**src/rtl/debounced_input_pkg.sv**
```systemverilog
// Shared types and helpers for the debounced_input block.
package debounced_input_pkg;

  // Debounce FSM: the STABLE_* state names the current level, CONFIRM_* the
  // level being confirmed.
  typedef enum logic [1:0] {
    ST_STABLE_LOW   = 2'd0,
    ST_CONFIRM_HIGH = 2'd1,
    ST_STABLE_HIGH  = 2'd2,
    ST_CONFIRM_LOW  = 2'd3
  } state_e;

  // Width of a counter that must hold 0..n; never narrower than one bit.
  function automatic int cnt_w(input int n);
    int w;
    w = $clog2(n + 1);
    return (w < 1) ? 1 : w;
  endfunction

endpackage

```
**src/rtl/debounced_input.sv**
```systemverilog
// Debouncer for a synchronized slow input: a level flips only after
// STABLE_CYCLES consecutive differing samples, with one-cycle rise/fall strobes.
// Optional hold detect (level high for HOLD_CYCLES) is built when
// DEBOUNCED_INPUT_HOLD_EN is defined; otherwise hold is tied to 0.
module debounced_input
  import debounced_input_pkg::*;
#(
  parameter int   STABLE_CYCLES = 16,
  parameter logic RESET_LEVEL   = 1'b0,
  parameter int   HOLD_CYCLES   = 1000
) (
  input  logic clk,
  input  logic reset_n,
  input  logic bit_in,
  output logic level,
  output logic rise,
  output logic fall,
  output logic hold
);

  localparam int            CW        = cnt_w(STABLE_CYCLES);
  localparam logic [CW-1:0] CNT_LAST  = CW'(STABLE_CYCLES - 1);
  localparam state_e        RST_STATE = RESET_LEVEL ? ST_STABLE_HIGH : ST_STABLE_LOW;

  state_e        state_q, state_d;
  logic [CW-1:0] cnt_q, cnt_d;
  logic          level_d, rise_d, fall_d, flip;
  logic          differ;

  assign differ = (bit_in != level);

  // Next-state: track a run of differing samples, flip on the last one.
  always_comb begin
    state_d = state_q;
    cnt_d   = cnt_q;
    level_d = level;
    rise_d  = 1'b0;
    fall_d  = 1'b0;
    flip    = 1'b0;
    case (state_q)
      ST_STABLE_LOW, ST_STABLE_HIGH: begin
        if (!differ) begin
          cnt_d = '0;
        end else if (STABLE_CYCLES == 1) begin
          flip = 1'b1;
        end else begin
          state_d = bit_in ? ST_CONFIRM_HIGH : ST_CONFIRM_LOW;
          cnt_d   = CW'(1);
        end
      end
      ST_CONFIRM_HIGH, ST_CONFIRM_LOW: begin
        if (!differ) begin
          // Run broken: glitch is dropped without touching the outputs.
          state_d = level ? ST_STABLE_HIGH : ST_STABLE_LOW;
          cnt_d   = '0;
        end else if (cnt_q == CNT_LAST) begin
          flip = 1'b1;
        end else begin
          cnt_d = cnt_q + CW'(1);
        end
      end
      default: begin
        state_d = RST_STATE;
        cnt_d   = '0;
      end
    endcase
    if (flip) begin
      level_d = bit_in;
      state_d = bit_in ? ST_STABLE_HIGH : ST_STABLE_LOW;
      cnt_d   = '0;
      rise_d  = bit_in;
      fall_d  = !bit_in;
    end
  end

  // State, run counter, level and strobes; reset discards any partial run.
  always_ff @(posedge clk or negedge reset_n) begin
    if (!reset_n) begin
      state_q <= RST_STATE;
      cnt_q   <= '0;
      level   <= RESET_LEVEL;
      rise    <= 1'b0;
      fall    <= 1'b0;
    end else begin
      state_q <= state_d;
      cnt_q   <= cnt_d;
      level   <= level_d;
      rise    <= rise_d;
      fall    <= fall_d;
    end
  end

`ifdef DEBOUNCED_INPUT_HOLD_EN
  localparam int            HW       = cnt_w(HOLD_CYCLES);
  localparam logic [HW-1:0] HOLD_MAX = HW'(HOLD_CYCLES);

  logic [HW-1:0] hcnt_q;

  // Saturating high-time counter; keyed off next-state values so it is 0 in
  // the rise cycle and drops in the same cycle fall asserts.
  always_ff @(posedge clk or negedge reset_n) begin
    if (!reset_n)
      hcnt_q <= '0;
    else if (!level_d || rise_d)
      hcnt_q <= '0;
    else if (hcnt_q != HOLD_MAX)
      hcnt_q <= hcnt_q + HW'(1);
  end

  assign hold = (hcnt_q == HOLD_MAX);
`else
  // Feature compiled out: constant 0 (HOLD_CYCLES is never negative).
  assign hold = (HOLD_CYCLES < 0);
`endif

endmodule

```
**config.mk**
```make
export PLATFORM = sky130hd
export DESIGN_NAME = debounced_input
export DESIGN_NICKNAME = d
export VERILOG_FILES = /design/src/rtl/debounced_input_pkg.sv /design/src/rtl/debounced_input.sv
export SDC_FILE = /design/constraint.sdc
export NUM_CORES = 1
export LEC_CHECK = 0
export CORE_AREA = 3 3 40 42
export CTS_CLUSTER_DIAMETER = 60
export DETAILED_ROUTE_END_ITERATION = 7
export DIE_AREA = 0 0 43 45
export SYNTH_ARGS = -nofsm -noshare
export SYNTH_HDL_FRONTEND = slang
export SYNTH_SLANG_ARGS = --single-unit
```
**constraint.sdc**
```tcl
create_clock -name clk -period 3 [get_ports clk]
set_input_delay 0.9 -clock clk [delete_from_list [all_inputs] [get_ports clk]]
set_output_delay 0.9 -clock clk [all_outputs]
set_load 0.02 [all_outputs]
```
==> flow_summary_export.csv, run 1 <==
group,metric,value,unit
cts,clk_transition_reported_paths,0.06,ns
cells_and_area,diodes,0,
detailed_routing,route.final.wire_length,613,um
yosys,synthesis.yosys.warnings,0,
global_routing,grt_antenna_before_repair,0,
detailed_routing,first_pass_iters,4,
detailed_routing,wl_per_cell,10.75,um
yosys,synth_enable_flop_cells,0,
cts,htree_num_levels,1,
hold_path,hold_path.class,"reg -> reg",
cts,postCtsResizedCells,0,
setup_path,critPathKind,"reg -> out",
cells_and_area,nets_finish,48,
setup_path,path_buf_inv,1,
setup_path,crit_path_start_kind,"flop",
yosys,synth.cell_area,376.6,um^2
yosys,synthesis.area_per_instance,11.08,um^2
setup_path,cell_with_the_largest_stage_delay_on_the_worst_path,"sky130_fd_sc_hd__clkdlybuf4s50_1",
detailed_routing,drcViolationCount,0,
yosys,postSynth.asyncResetShare,1.000,
setup_path,setup.reg_to_reg.worst_slack,1.34,ns
timing,post-route-period-util,0.7344,
cells_and_area,syn2layout_area_growth,23.26,%
yosys,post-synth-top-count-cell,"sky130_fd_sc_hd__dfrtp_1",
hold_path,hold_start,"level",
yosys,synth_area_leaders,"sky130_fd_sc_hd__dfrtp_1 (60%), sky130_fd_sc_hd__ha_1 (6.6%), sky130_fd_sc_hd__nor2_1 (6.0%)",
global_routing,grt_start_max_net_pins,10,
yosys,post-synth-top-area-fraction,0.5980,
pwr,power_leakage,0.2114,nW
setup_path,critical_path_arrival,1.30,ns
job,maxCapViolCount,0,
cells_and_area,final_layout_size_suffix_gt1_frac,0.09524,
detailed_routing,drt-vias-per-instance,4.544,
cells_and_area,fillCellCount,131,
floorplan,design.die.area,1935,um^2
floorplan,die_w,43,um
floorplan,effective_utilization_at_floorplan,0.2931,
cts,clock_tree_from_tritoncts,"built",
detailed_routing,drt_first_iter_violations,6,
setup_path,timing.critical_path.fanout_max,5,
yosys,synth.top_cells.by_count,"sky130_fd_sc_hd__dfrtp_1 (9), sky130_fd_sc_hd__nor2_1 (6), sky130_fd_sc_hd__nand2_1 (3)",
cts,ctsLongestPathBuffers,2,
hold_path,worstHoldEndpoint,"rise",
placement,hpwl_detailed,449.6,um
timing,peak_clock_frequency_supported_by_timing,0.4539,GHz
floorplan,placementRows,13,
setup_path,worstPathCellList,"clkdlybuf4s50_1",
floorplan,top_level_ports,7,
yosys,synthFlopType,"sky130_fd_sc_hd__dfrtp_1",
setup_path,cp_top_family,"buffers and inverters",
detailed_routing,total_via_count_in_the_routed_design,259,
cts,cts.repair_timing.setup_buffer_count,0,
cts,ctsRootBufferMaster,"sky130_fd_sc_hd__clkbuf_4",
timing,timing.hold.ws,0.5116,ns
global_routing,first_global_vias,256,
yosys,syn_nets,39,
outcome,outcome,"completed",
timing,setup_ws,0.7969,ns
cts,clkLatencyLatePin,0.27,ns
timing,setup_total_negative_slack,0,ns
cts,cts_made_buffers,3,
placement,place_worst_setup_slack,0.8587,ns
cts,count_of_hold_fix_buffers_inserted_at_cts,0,
cells_and_area,final-seq-area,225.2,um^2
pwr,ir_drop,0.0001119,V
yosys,ys_types,15,
yosys,synth-seq-area-share,0.5980,
placement,final_gp_congestion,0.6033,
pwr,report.power.total,0.2354,mW
setup_path,crit_required,2.10,ns
detailed_routing,postRouteAntennaNets,0,
yosys,ys_ff_latch,9,
floorplan,die_h,45,um
hold_path,min_delay_path_depth,1,
floorplan,floorplan.core_area,1285,um^2
placement,io_buffers,5,
setup_path,r2r_cells,5,
timing,grt_setup_unrepaired,"false",
timing,timing_hold_violations_final,0,
yosys,synth_top_cell_by_area,"sky130_fd_sc_hd__dfrtp_1",
timing,timing.final.max_slew_violations,0,
cells_and_area,multi_input_comb_area,136.4,um^2
setup_path,cpPeakStageDelay,0.63,ns
setup_path,critical_path.reg2reg.startpoint,"cnt_q[0]",
timing,setup_viol_count_final,0,
global_routing,global_route.usage.total,0.07815,
setup_path,critical_path.reg2reg.endpoint,"cnt_q[2]",
yosys,synthCells,34,
global_routing,globalRouteOverflowTotal,0,
timing,layout_min_cycle_time,2.203,ns
pwr,power_density_of_the_placed_cells,507.2,nW/um^2
setup_path,worst_setup_path_startpoint,"level",
timing,fin_skew,0.006015,ns
cts,cts.sink_count,9,
setup_path,setup.worst_path.end_class,"primary output",
global_routing,grt_pass1_wl,1.076,mm
==> worst max-delay path by stage <==
stage                           to  slack (ns)  cells past startpoint
after detailed placement  cnt_q[2]        0.86                      4
after global placement    cnt_q[2]        0.88                      4
after CTS                    level        0.79                      1
after floorplan           cnt_q[2]        1.41                      3
final                        level        0.80                      1
after global routing         level        0.76                      1
==> layout by cell type (no fill, tap or decap) <==
cell	n
sky130_fd_sc_hd__dfrtp_1	9
sky130_fd_sc_hd__nor2_1	6
sky130_fd_sc_hd__clkdlybuf4s50_1	5
sky130_fd_sc_hd__nand2_1	3
sky130_fd_sc_hd__clkbuf_4	3
sky130_fd_sc_hd__inv_1	2
sky130_fd_sc_hd__nand3_1	2
sky130_fd_sc_hd__xnor2_1	2
sky130_fd_sc_hd__ha_1	2
sky130_fd_sc_hd__and3_1	1
sky130_fd_sc_hd__nor3b_1	1
sky130_fd_sc_hd__or3b_4	1
sky130_fd_sc_hd__xor2_1	1
sky130_fd_sc_hd__o21a_1	1
sky130_fd_sc_hd__a21oi_1	1
sky130_fd_sc_hd__conb_1	1
sky130_fd_sc_hd__clkbuf_1	1
==> worst reg2reg max path: stages (launching register included) <==
cell                      delay (ns)
sky130_fd_sc_hd__dfrtp_1        0.40
sky130_fd_sc_hd__ha_1           0.23
sky130_fd_sc_hd__and3_1         0.19
sky130_fd_sc_hd__ha_1           0.23
sky130_fd_sc_hd__or3b_4         0.43
sky130_fd_sc_hd__nor2_1         0.12
==> routing by layer <==
metal / routed length [um] / global-route usage / share of wire
met1: 275 / 0.08168 / 0.45
met2: 272 / 0.1257 / 0.44
met3: 43 / 0.01195 / 0.070
met4: 21 / 0.09036 / 0.034
met5: 0 / 0 / 0
==> where the power goes <==
part           internal (mW)  leakage (nW)  total, mW  switching, mW
combinational        0.00597        0.0805     0.0130        0.00706
sequential             0.124         0.116      0.126        0.00210
clock                 0.0514        0.0150     0.0965         0.0450
==> area by class of cell <==
cell class / count / area share
clock buffers: 4 / 0.05660
inverters: 2 / 0.01617
multi-input cells: 22 / 0.2938
flip-flops and latches: 9 / 0.4852
well taps: 15 / 0.04043
repair buffers: 5 / 0.1078
==> sequential cells by signal, summed over array words and instances, names as in the netlist <==
| name | flops |
|---|---|
| level | 1 |
| fall | 1 |
| cnt_q | 5 |
| state_q | 1 |
| rise | 1 |
==> stage by stage <==
| stage | instance area, um^2 | utilization | cells |
|---|---|---|---|
| after floorplan | 376.6 | - | 34 |
| after global routing | 464.2 | 0.3612 | 57 |
| after CTS | 464.2 | 0.3612 | 57 |
| after global placement | 437.9 | 0.3408 | 53 |
| final | 464.2 | 0.3612 | 57 |
| after detailed placement | 437.9 | 0.3408 | 53 |
==> cells by family after synthesis <==
| logic type | count (synthesis) | synth area share |
|---|---|---|
| other | 1 | 0.009957 |
| flip-flops | 9 | 0.5980 |
| AND/OR/NAND/NOR | 14 | 0.1827 |
| XOR/XNOR | 3 | 0.06978 |
| buffers and inverters | 3 | 0.03988 |
| AO/OA/AOI/OAI | 2 | 0.03322 |
| adder cells (fa/ha/maj) | 2 | 0.06643 |
Note: power is estimated with default switching activity, not from simulation.
==> run 2, diff against run 1 <==
==> constraint.sdc (replaced) <==
create_clock -name clk -period 2.3 [get_ports clk]
set_input_delay 0.69 -clock clk [delete_from_list [all_inputs] [get_ports clk]]
set_output_delay 0.69 -clock clk [all_outputs]
set_load 0.02 [all_outputs]
==> run 2 against run 1 <==
Against the previous run:
- combinational power increased by 35%
- core utilization increased by 0.097 points
- sequential share of layout area decreased by 0.13 points
- via count decreased by 2.3%
- largest cell class unchanged
- critical path depth unchanged
==> flow_summary_export.csv, run 2 (synthesis results as in run 1) <==
group,metric,value,unit
outcome,outcome,"completed",
hold_path,hold_start,"level",
cells_and_area,final_cell_mix,"sky130_fd_sc_hd__dfrtp_1 (9), sky130_fd_sc_hd__nor2_1 (6), sky130_fd_sc_hd__clkdlybuf4s50_1 (5), sky130_fd_sc_hd__nand2_1 (3), sky130_fd_sc_hd__clkbuf_4 (3)",
floorplan,design.die.area,1935,um^2
global_routing,globalRouteOverflowTotal,0,
placement,hpwl_detailed,486.8,um
detailed_routing,route.final.wire_length,662,um
setup_path,timing.critical_path.fanout_max,5,
global_routing,grt_pass1_wl,1.124,mm
timing,timing_hold_violations_final,0,
timing,setup_total_negative_slack,0,ns
detailed_routing,drcViolationCount,0,
detailed_routing,first_pass_iters,4,
cts,postCtsResizedCells,0,
cts,cts_made_buffers,3,
detailed_routing,drt_first_iter_violations,3,
floorplan,top_level_ports,7,
pwr,ir_drop,0.0002109,V
pwr,power_density_of_the_placed_cells,652.9,nW/um^2
timing,peak_clock_frequency_supported_by_timing,0.5011,GHz
pwr,power_leakage,0.2142,nW
setup_path,critical_path.reg2reg.endpoint,"cnt_q[3]",
cells_and_area,nets_finish,48,
global_routing,grt_start_max_net_pins,10,
hold_path,worstHoldEndpoint,"rise",
cts,clock_tree_from_tritoncts,"built",
setup_path,cpPeakStageDelay,0.63,ns
cells_and_area,largest_reg_flops,5,
floorplan,floorplan.core_area,1285,um^2
timing,fin_skew,0.004246,ns
timing,layout_min_cycle_time,1.996,ns
cells_and_area,final_layout_size_suffix_gt1_frac,0.1190,
cells_and_area,syn2layout_area_growth,23.59,%
cts,clk_transition_reported_paths,0.07,ns
setup_path,critical_path_arrival,1.31,ns
floorplan,effective_utilization_at_floorplan,0.2931,
detailed_routing,wl_per_cell,11.61,um
setup_path,setup.worst_path.end_class,"primary output",
setup_path,crit_path_start_kind,"flop",
floorplan,placementRows,13,
placement,io_buffers,5,
placement,place_worst_setup_slack,0.3252,ns
cts,count_of_hold_fix_buffers_inserted_at_cts,0,
cts,ctsLongestPathBuffers,2,
setup_path,path_buf_inv,1,
timing,setup_viol_count_final,0,
setup_path,critPathKind,"reg -> out",
setup_path,critical_path.reg2reg.startpoint,"cnt_q[0]",
floorplan,die_w,43,um
cells_and_area,mostFrequentLayoutCell,"sky130_fd_sc_hd__dfrtp_1",
setup_path,setup.reg_to_reg.worst_slack,0.60,ns
cts,ctsRootBufferMaster,"sky130_fd_sc_hd__clkbuf_4",
global_routing,global_route.usage.total,0.08685,
timing,post-route-period-util,0.8677,
placement,final_gp_congestion,0.6347,
global_routing,first_global_vias,256,
cells_and_area,final_core_utilization,0.3622,
job,maxCapViolCount,0,
cells_and_area,max_flop_register,"cnt_q",
hold_path,hold_path.class,"reg -> reg",
setup_path,worstPathCellList,"clkdlybuf4s50_1",
setup_path,crit_required,1.61,ns
setup_path,r2r_cells,5,
cts,cts.sink_count,9,
detailed_routing,postRouteAntennaNets,0,
cts,clkLatencyLatePin,0.26,ns
setup_path,cell_with_the_largest_stage_delay_on_the_worst_path,"sky130_fd_sc_hd__clkdlybuf4s50_1",
timing,timing.final.max_slew_violations,0,
timing,grt_setup_unrepaired,"false",
cts,htree_num_levels,1,
cts,cts.repair_timing.setup_buffer_count,0,
hold_path,min_delay_path_depth,1,
detailed_routing,drt-vias-per-instance,4.439,
floorplan,die_h,45,um
timing,timing.hold.ws,0.5178,ns
detailed_routing,total_via_count_in_the_routed_design,253,
timing,setup_ws,0.3043,ns
cells_and_area,diodes,0,
setup_path,cp_top_family,"buffers and inverters",
global_routing,grt_antenna_before_repair,0,
run 2: changes by cell type in the layout (fill, tap and decap cells not counted), sizes merged:
cell,delta
clkbuf,-1
clkinv,+1
run 2: routing by layer:
metal / global-route usage / vias up / share of wire
met5: 0 / - / 0
met4: 0.09036 / 0 / 0.035
met3: 0.02789 / 4 / 0.062
met2: 0.1377 / 12 / 0.47
met1: 0.08750 / 116 / 0.43
li1: - / 121 / -
run 2: worst reg2reg max path: stages, from the launching register on:
cell and delay, ns:
sky130_fd_sc_hd__dfrtp_1 0.39, sky130_fd_sc_hd__ha_1 0.23, sky130_fd_sc_hd__and3_1 0.19, sky130_fd_sc_hd__ha_1 0.23, sky130_fd_sc_hd__or3b_4 0.44, sky130_fd_sc_hd__nor2_1 0.14
run 2: final cells by class:
class,instances,area (um^2)
fillers,144,819.5
inverters,2,7.507
flip-flops and latches,9,225.2
repair buffers,5,50.05
multi-input cells,22,136.4
clock inverters,1,5.005
clock buffers,3,22.52
well taps,15,18.77
run 2: power breakdown:
group	switching, mW	internal [mW]	total (mW)
Combinational	0.00973	0.00782	0.0176
Sequential	0.00283	0.161	0.164
Clock	0.0578	0.0642	0.122
run 2: through the flow:
| step | power (mW) | instance area [um^2] | cells |
|---|---|---|---|
| after floorplan | 0.1771 | 376.6 | 34 |
| after global placement | 0.1844 | 437.9 | 53 |
| after detailed placement | 0.1849 | 437.9 | 53 |
| after CTS | 0.3095 | 465.4 | 57 |
| after global routing | 0.3244 | 465.4 | 57 |
| final | 0.3039 | 465.4 | 57 |
run 2: worst max-delay path by stage:
stage | startpoint | depth (start not counted) | end | slack (ns)
finish | level | 1 | level | 0.30
global route | level | 1 | level | 0.26
CTS | level | 1 | level | 0.29
detailed placement | bit_in | 4 | cnt_q[3] | 0.33
global placement | bit_in | 4 | cnt_q[2] | 0.37
floorplan | cnt_q[0] | 5 | cnt_q[2] | 0.75
==> run 3, diff against run 2 <==
--- a/config.mk
+++ b/config.mk
@@ -5,10 +5,10 @@
 export SDC_FILE = /design/constraint.sdc
 export NUM_CORES = 1
 export LEC_CHECK = 0
-export CORE_AREA = 3 3 40 42
+export CORE_MARGIN = 3
+export CORE_UTILIZATION = 25
 export CTS_CLUSTER_DIAMETER = 60
 export DETAILED_ROUTE_END_ITERATION = 7
-export DIE_AREA = 0 0 43 45
 export SYNTH_ARGS = -nofsm -noshare
 export SYNTH_HDL_FRONTEND = slang
 export SYNTH_SLANG_ARGS = --single-unit
==> run 3 against run 2 <==
Against the previous run:
- core utilization is 1.8 points lower
- setup slack better by 0.0096 ns
- total power is 1.8% lower
- cell count stayed put
- register-to-register slack better by 0.03 ns
- wire length is 6.6% lower
- combinational power is 2% lower
- maximum frequency is 0.48% higher
- clock skew hardly changed
- via count is 4.7% lower
==> flow_summary_export.csv, run 3 (synthesis results as in run 1) <==
group,metric,value,unit
timing,timing.hold.ws,0.5147,ns
floorplan,design.die.area,2008,um^2
cts,cts_made_buffers,3,
setup_path,setup.worst_path.end_class,"primary output",
timing,peak_clock_frequency_supported_by_timing,0.5035,GHz
cells_and_area,syn2layout_area_growth,23.26,%
global_routing,groute.layer.met1.usage,0.07143,
setup_path,setup.reg_to_reg.worst_slack,0.63,ns
cells_and_area,diodes,0,
pwr,report.power.total,0.2986,mW
global_routing,use_met2,0.1203,
detailed_routing,total_via_count_in_the_routed_design,241,
cells_and_area,nets_finish,48,
outcome,outcome,"completed",
cts,clock_tree_from_tritoncts,"built",
timing,timing.final.max_slew_violations,0,
placement,placedInstanceArea,437.9,um^2
setup_path,critical_path.reg2reg.startpoint,"cnt_q[0]",
cts,clk_transition_reported_paths,0.06,ns
pwr,power_density_of_the_placed_cells,643.2,nW/um^2
detailed_routing,drt_first_iter_violations,0,
timing,grt_setup_unrepaired,"false",
setup_path,cp_top_family,"buffers and inverters",
floorplan,top_level_ports,7,
detailed_routing,wl_per_cell,10.84,um
floorplan,floorplan.core_area,1350,um^2
global_routing,met3_usage,0.05976,
cells_and_area,postLayoutCellArea,464.2,um^2
timing,layout_min_cycle_time,1.986,ns
global_routing,top_usage_layer,"met2",
job,maxCapViolCount,0,
setup_path,cpPeakStageDelay,0.63,ns
hold_path,hold_path.class,"reg -> reg",
cts,ctsLongestPathBuffers,2,
setup_path,r2r_cells,5,
cells_and_area,largest_reg_flops,5,
cts,clkLatencyLatePin,0.26,ns
hold_path,hold_start,"level",
detailed_routing,first_pass_iters,1,
global_routing,grt_pass1_wl,1.021,mm
timing,setup_viol_count_final,0,
floorplan,die_w,44.81,um
global_routing,grt_antenna_before_repair,0,
setup_path,worstPathCellList,"clkdlybuf4s50_1",
cts,count_of_hold_fix_buffers_inserted_at_cts,0,
setup_path,cell_with_the_largest_stage_delay_on_the_worst_path,"sky130_fd_sc_hd__clkdlybuf4s50_1",
pwr,power_leakage,0.2114,nW
pwr,ir_drop,0.0002662,V
hold_path,min_delay_path_depth,1,
detailed_routing,postRouteAntennaNets,0,
cells_and_area,finalNonFillerCells,57,
detailed_routing,drt-vias-per-instance,4.228,
global_routing,grt_start_max_net_pins,10,
detailed_routing,route.final.wire_length,618,um
setup_path,critical_path_depth,1,
floorplan,effective_utilization_at_floorplan,0.2790,
timing,timing_hold_violations_final,0,
cells_and_area,max_flop_register,"cnt_q",
global_routing,global_route.usage.total,0.08581,
global_routing,first_global_vias,249,
timing,fin_skew,0.004400,ns
cts,cts.repair_timing.setup_buffer_count,0,
floorplan,placementRows,13,
setup_path,timing.critical_path.fanout_max,5,
cells_and_area,final_layout_size_suffix_gt1_frac,0.09524,
setup_path,crit_required,1.61,ns
cts,htree_num_levels,1,
timing,setup_total_negative_slack,0,ns
placement,io_buffers,5,
timing,post-route-period-util,0.8635,
placement,place_inst,53,
setup_path,critPathKind,"reg -> out",
hold_path,worstHoldEndpoint,"rise",
placement,final_gp_congestion,0.6782,
setup_path,worst_setup_path_startpoint,"level",
floorplan,die_h,44.81,um
setup_path,critical_path_arrival,1.30,ns
cts,ctsRootBufferMaster,"sky130_fd_sc_hd__clkbuf_4",
setup_path,path_buf_inv,1,
detailed_routing,drcViolationCount,0,
cts,cts.sink_count,9,
cells_and_area,final_cell_mix,"sky130_fd_sc_hd__dfrtp_1 (9), sky130_fd_sc_hd__nor2_1 (6), sky130_fd_sc_hd__clkdlybuf4s50_1 (5), sky130_fd_sc_hd__nand2_1 (3), sky130_fd_sc_hd__clkbuf_4 (3)",
global_routing,globalRouteOverflowTotal,0,
cts,postCtsResizedCells,0,
setup_path,crit_path_start_kind,"flop",
setup_path,critical_path.reg2reg.endpoint,"cnt_q[1]",
cells_and_area,mostFrequentLayoutCell,"sky130_fd_sc_hd__dfrtp_1",
## run 3: cell types whose count changed in the layout (fill, tap and decap cells not counted)
cell                       before  now
sky130_fd_sc_hd__clkinv_2       1    0
sky130_fd_sc_hd__clkbuf_1       0    1
## run 3: layout make-up
type	count	area [um^2]
sequential	9	225.2
clock buffer	4	26.28
multi-input combinational	22	136.4
inverter	2	7.507
fill	145	885.9
tap	15	18.77
timing repair buffer	5	50.05
## run 3: worst max-delay path by stage
stage	to	slack [ns]
3_3_place_gp	cnt_q[1]	0.40
6_report	level	0.31
3_5_place_dp	cnt_q[2]	0.38
4_1_cts	level	0.28
5_1_grt	level	0.25
2_1_floorplan	cnt_q[2]	0.75
## run 3: per-stage QoR
| step | util | worst slack, ns |
|---|---|---|
| 6_report | 0.3438 | 0.3138 |
| 5_1_grt | 0.3438 | 0.2452 |
| 4_1_cts | 0.3438 | 0.2836 |
| 3_5_place_dp | 0.3244 | 0.3763 |
| 3_3_place_gp | 0.3244 | 0.4031 |
| 2_1_floorplan | - | 0.7467 |
## run 3: power by group
group	switching, mW	total, mW	leakage [nW]	internal (mW)
Combinational	0.00941	0.0172	0.0805	0.00781
Sequential	0.00287	0.165	0.116	0.162
Clock	0.0503	0.117	0.0150	0.0665
Total	0.0626	0.299	0.211	0.236
## run 3: routing by layer
layer  up-vias  part of all wire
met5         -                 0
li1        122                 -
met1       111              0.42
met4         0             0.044
met3         2             0.049
met2         6              0.49
